File: config.mk
export PLATFORM = sky130hd
export DESIGN_NAME = vga_pattern_sequencer
export DESIGN_NICKNAME = d
export VERILOG_FILES = /design/src/rtl/vga_pattern_sequencer.sv
export SDC_FILE = /design/constraint.sdc
export NUM_CORES = 1
export LEC_CHECK = 0
export BUFFER_PORTS_ARGS = -buffer_cell sky130_fd_sc_hd__buf_2
export CORE_MARGIN = 2
export CORE_UTILIZATION = 62
export DETAILED_ROUTE_END_ITERATION = 12
export PLACE_DENSITY = 0.83
export SLEW_MARGIN = 10
export SYNTH_ARGS = -nofsm -noshare
export SYNTH_HDL_FRONTEND = slang
export SYNTH_SLANG_ARGS = --single-unit
File: constraint.sdc
create_clock -name clk_i -period 3.2 [get_ports clk_i]
set_clock_uncertainty 0.05 [all_clocks]
set_input_delay 0.32 -clock clk_i [delete_from_list [all_inputs] [get_ports clk_i]]
set_output_delay 0.32 -clock clk_i [all_outputs]
set_load 0.01 [all_outputs]
File: src/rtl/vga_pattern_sequencer.sv
// Test-pattern selector for the VGA pixel datapath. Pattern changes are
// requested by a debounced push-button or by an auto-cycle frame timer. They
// are applied only on frame_start, so a frame never shows two patterns.
module vga_pattern_sequencer #(
    parameter int unsigned NUM_PATTERNS    = 6,
    parameter int unsigned SEL_W           = 3,
    parameter int unsigned DEBOUNCE_CYCLES = 250000,
    parameter int unsigned AUTO_FRAMES     = 120,
    parameter int unsigned CNT_W           = 8
) (
    input  logic             clk_i,
    input  logic             rst_i,
    input  logic             frame_start_i,
    input  logic             btn_next_i,
    input  logic             auto_en_i,
    output logic [SEL_W-1:0] pattern_sel_o,
    output logic             sel_update_o,
    output logic             auto_active_o,
    output logic [CNT_W-1:0] frame_cnt_o
);

    localparam int unsigned DB_W = (DEBOUNCE_CYCLES > 1) ? $clog2(DEBOUNCE_CYCLES) : 1;
    localparam logic [DB_W-1:0]  DB_MAX  = DB_W'(DEBOUNCE_CYCLES - 1);
    localparam logic [CNT_W-1:0] CNT_MAX = CNT_W'(AUTO_FRAMES - 1);
    localparam logic [SEL_W-1:0] SEL_MAX = SEL_W'(NUM_PATTERNS - 1);

    typedef enum logic [0:0] {StManual, StAuto} state_e;

    logic            btn_meta_q, btn_sync_q;
    logic            auto_meta_q, auto_sync_q;
    logic [DB_W-1:0] db_cnt_q, db_cnt_d;
    logic            btn_db_q, btn_db_d;
    logic            btn_db_dly_q;
    logic            btn_rise;
    logic            pending_q, pending_d;
    state_e          state_q, state_d;
    logic [CNT_W-1:0] frame_cnt_q, frame_cnt_d;
    logic            auto_tick;
    logic            commit;
    logic [SEL_W-1:0] pattern_sel_q, pattern_sel_d;
    logic            sel_update_q;

    // Two-flop synchronisers for the asynchronous board inputs.
    always_ff @(posedge clk_i or posedge rst_i) begin
        if (rst_i) begin
            btn_meta_q  <= 1'b0;
            btn_sync_q  <= 1'b0;
            auto_meta_q <= 1'b0;
            auto_sync_q <= 1'b0;
        end else begin
            btn_meta_q  <= btn_next_i;
            btn_sync_q  <= btn_meta_q;
            auto_meta_q <= auto_en_i;
            auto_sync_q <= auto_meta_q;
        end
    end

    // Debounce: accept the new level only after DEBOUNCE_CYCLES consecutive differing cycles.
    always_comb begin
        db_cnt_d = '0;
        btn_db_d = btn_db_q;
        if (btn_sync_q != btn_db_q) begin
            if (db_cnt_q == DB_MAX) begin
                btn_db_d = btn_sync_q;
            end else begin
                db_cnt_d = db_cnt_q + DB_W'(1);
            end
        end
    end

    assign btn_rise = btn_db_q & ~btn_db_dly_q;

    // FSM next state and auto-cycle frame counter.
    always_comb begin
        state_d     = state_q;
        frame_cnt_d = frame_cnt_q;
        auto_tick   = 1'b0;
        case (state_q)
            StManual: begin
                frame_cnt_d = '0;
                if (auto_sync_q) begin
                    state_d = StAuto;
                end
            end
            StAuto: begin
                if (!auto_sync_q) begin
                    state_d     = StManual;
                    frame_cnt_d = '0;
                end else if (frame_start_i) begin
                    if (frame_cnt_q == CNT_MAX) begin
                        auto_tick   = 1'b1;
                        frame_cnt_d = '0;
                    end else begin
                        frame_cnt_d = frame_cnt_q + CNT_W'(1);
                    end
                end
            end
            default: begin
                state_d     = StManual;
                frame_cnt_d = '0;
            end
        endcase
    end

    // Commit on frame boundaries; a button press and an auto tick together step once.
    always_comb begin
        commit        = frame_start_i & (pending_q | auto_tick);
        pending_d     = (pending_q & ~commit) | btn_rise;
        pattern_sel_d = pattern_sel_q;
        if (commit) begin
            pattern_sel_d = (pattern_sel_q >= SEL_MAX) ? '0 : pattern_sel_q + SEL_W'(1);
        end
    end

    // Sequential state for debounce, request tracking, FSM and pattern index.
    always_ff @(posedge clk_i or posedge rst_i) begin
        if (rst_i) begin
            db_cnt_q      <= '0;
            btn_db_q      <= 1'b0;
            btn_db_dly_q  <= 1'b0;
            pending_q     <= 1'b0;
            state_q       <= StManual;
            frame_cnt_q   <= '0;
            pattern_sel_q <= '0;
            sel_update_q  <= 1'b0;
        end else begin
            db_cnt_q      <= db_cnt_d;
            btn_db_q      <= btn_db_d;
            btn_db_dly_q  <= btn_db_q;
            pending_q     <= pending_d;
            state_q       <= state_d;
            frame_cnt_q   <= frame_cnt_d;
            pattern_sel_q <= pattern_sel_d;
            sel_update_q  <= commit;
        end
    end

    assign pattern_sel_o = pattern_sel_q;
    assign sel_update_o  = sel_update_q;
    assign auto_active_o = (state_q == StAuto);
    assign frame_cnt_o   = frame_cnt_q;

endmodule

==> impl_metrics.env <==
export IMPL_grt_usage=0.242
export IMPL_rows=19
export IMPL_first_pass_iters=4
export IMPL_tns_ns=0
export IMPL_synthFlopType="dfrtp_1"
export IMPL_fin_ws_ns=0.981
export IMPL_yosysWarnings=0
export IMPL_netlist_area_mm2=0.00181
export IMPL_n_fill_cell=206
export IMPL_dp_hpwl_um=2360
export IMPL_finalSetupViolations=0
export IMPL_ys_ff_latch=38
export IMPL_critPathCaptureType="register"
export IMPL_maxClockFrequency_mhz=451
export IMPL_seq_area_frac_synth=0.526
export IMPL_syn_avg_cell_area_um2=10.5
export IMPL_status="finished, final reports clean"
export IMPL_vias=1395
export IMPL_grt_pass1_vias=1419
export IMPL_die_x_um=58.0
export IMPL_drive_gt1_frac=0.162
export IMPL_grt_antenna_before_repair=0
export IMPL_cts_resized=0
export IMPL_postCtsSetupRepairBufs=0
export IMPL_vdd_ir_drop_worst_v=0.000440
export IMPL_antenna_cells=0
export IMPL_cts_buffers=5
export IMPL_min_path_type="input pin to register"
export IMPL_initial_utilization=0.655
export IMPL_antenna_left=0
export IMPL_synth_fp_nets=181
export IMPL_rsz0062_at_grt="no"
export IMPL_grt_max_degree=39
export IMPL_yosysTopAreaCellShare=0.526
export IMPL_yosysMostFrequentCell="dfrtp_1"
export IMPL_critPathKind="register to register"
export IMPL_seqCellArea_um2=951
export IMPL_ys_types=40
export IMPL_maxCapViolCount=0
export IMPL_power_mw=0.888
export IMPL_clock_sinks=38
export IMPL_period_share=0.693
export IMPL_io_pins=18
export IMPL_final_nets=206
export IMPL_worst_slew_pin_slew_ns=0.932
export IMPL_post_place_ws_ns=1.01
export IMPL_multi_input_area_um2=796
export IMPL_detail_route_wl_per_cell_um=15.0
export IMPL_synth_commonest_cells="dfrtp_1, nor2_1, inv_1, xnor2_1, nand2_1"
export IMPL_crit_required_ns=3.34
export IMPL_start_kind="register"
export IMPL_min_period_ns=2.22
export IMPL_vias_per_cell=6.09
export IMPL_clock_latency_ns=0.35
export IMPL_drt_total_wl_um=3440
export IMPL_async_flop_share=1.00
export IMPL_crit_fanout=18
export IMPL_drcViolationCount=0
export IMPL_core_area_mm2=0.00276
export IMPL_synth_edf_count=0
export IMPL_grt_overflow=0
export IMPL_synth_area_top_cells="dfrtp_1, xnor2_1, nor2_1, ha_1, nor4_1"
export IMPL_fp_dieH_um=58.0
export IMPL_grt_pass1_wl_um=6060
export IMPL_place_gp_congestion=0.808
export IMPL_path_clk_slew_ns=0.12
export IMPL_root_buffer="clkbuf_4"
export IMPL_area_growth_pct=12.1
export IMPL_cp_arrival_ns=2.35
export IMPL_slew_headroom=0.376
export IMPL_final_cells=229
export IMPL_io_buffer_count=17
export IMPL_post_place_cells=219
export IMPL_power_density_mw_per_mm2=438
export IMPL_clock_tree_buffer_depth=2
export IMPL_slew_violations=0
export IMPL_cts_htree_levels=2
export IMPL_hold_viol_final=0
export IMPL_p_leak_nw=0.928
export IMPL_cts_tree="yes"
export IMPL_die_area_mm2=0.00336
export IMPL_yosysTopAreaCell="dfrtp_1"
export IMPL_drt_iter0_markers=105
export IMPL_synthCells=172
## power by group
part / total [mW] / internal, mW / switching, mW
clock network: 0.331 / 0.164 / 0.167
registers: 0.502 / 0.491 / 0.0112
logic: 0.0541 / 0.0215 / 0.0327
## through the flow
stage	utilization	cell area [um^2]	hold WS, ns
finish	0.735	2030	0.0177
floorplan	-	1810	0.281
global route	0.735	2030	0.00493
detailed placement	0.697	1920	0.294
CTS	0.735	2030	0.00447
global placement	0.697	1920	0.290
## layout by cell type, fill, tap and decap left out, drive strengths merged, types with 2 or more instances in the layout
master	netlist	layout
or4	2	2
clkinvlp	0	2
nand3	8	8
buf	1	18
o21ai	7	7
nand2	10	10
nand4	4	4
nand2b	2	2
dlygate4sd3	0	2
a21o	2	2
xnor2	12	12
ha	4	4
mux2	3	3
xor2	3	3
clkbuf	1	5
inv	12	12
dfrtp	38	38
and3	2	2
nor3	5	5
o22ai	3	3
nor4	8	8
or3	4	4
nor2	24	24
a21oi	5	5
## worst paths after layout
kind	startpoint	to	slack, ns	depth (start not counted)
max in group asynchronous	rst_i	db_cnt_q[15]	2.22	4
hold / removal	btn_next_i	btn_meta_q	0.02	1
min in group asynchronous	rst_i	auto_meta_q	0.54	4
setup reg to reg	db_cnt_q[11]	db_cnt_q[15]	0.98	4
setup / recovery	db_cnt_q[11]	db_cnt_q[15]	0.98	4
hold reg to reg	btn_meta_q	btn_sync_q	0.31	0
## worst max-delay path: stages, from the launching register on
cell and delay, ns:
dfrtp_1 0.44, nor4_1 0.28, nand4_1 0.21, o41ai_4 0.93, a21oi_1 0.14
## final cells by class
class	count	share of cell area
inverters	12	0.0222
well taps	31	0.0191
repair buffers	20	0.0556
clock buffers	5	0.0185
clock inverters	3	0.0222
flip-flops and latches	38	0.469
multi-input cells	120	0.393
## registers in the layout, summed over array words and instances (netlist names)
name,flops
db_cnt_q,18
auto_meta_q,1
pattern_sel_o,3
auto_active_o,1
frame_cnt_o,8
btn_sync_q,1
pending_q,1
btn_db_q,1
auto_sync_q,1
btn_db_dly_q,1
btn_meta_q,1
sel_update_o,1
## logic make-up after synthesis
| group | after synthesis | share of synthesized area |
|---|---|---|
| and+or+nand+nor | 73 | 0.221 |
| DFF | 38 | 0.526 |
| AOI/OAI and AO/OA | 25 | 0.100 |
| xor gates and xnor gates | 15 | 0.0727 |
| buffers and inverters | 14 | 0.0332 |
| adders and majority gates | 4 | 0.0277 |
| muxes | 3 | 0.0187 |
## metal layers
metal / share of wire / routed length [um] / GRT usage / vias to the layer above
met5: 0 / 0 / 0 / -
met4: 0.042 / 144 / 0.150 / 0
met3: 0.049 / 169 / 0.0491 / 20
met2: 0.51 / 1760 / 0.416 / 54
met1: 0.40 / 1370 / 0.276 / 662
li1: - / - / - / 659
## timing repair
action	CTS	global route
hold buffers	2	0
hold endpoints to repair	14	0
endpoints found under the setup margin	0	0
Power figures use the tool's default switching activity.
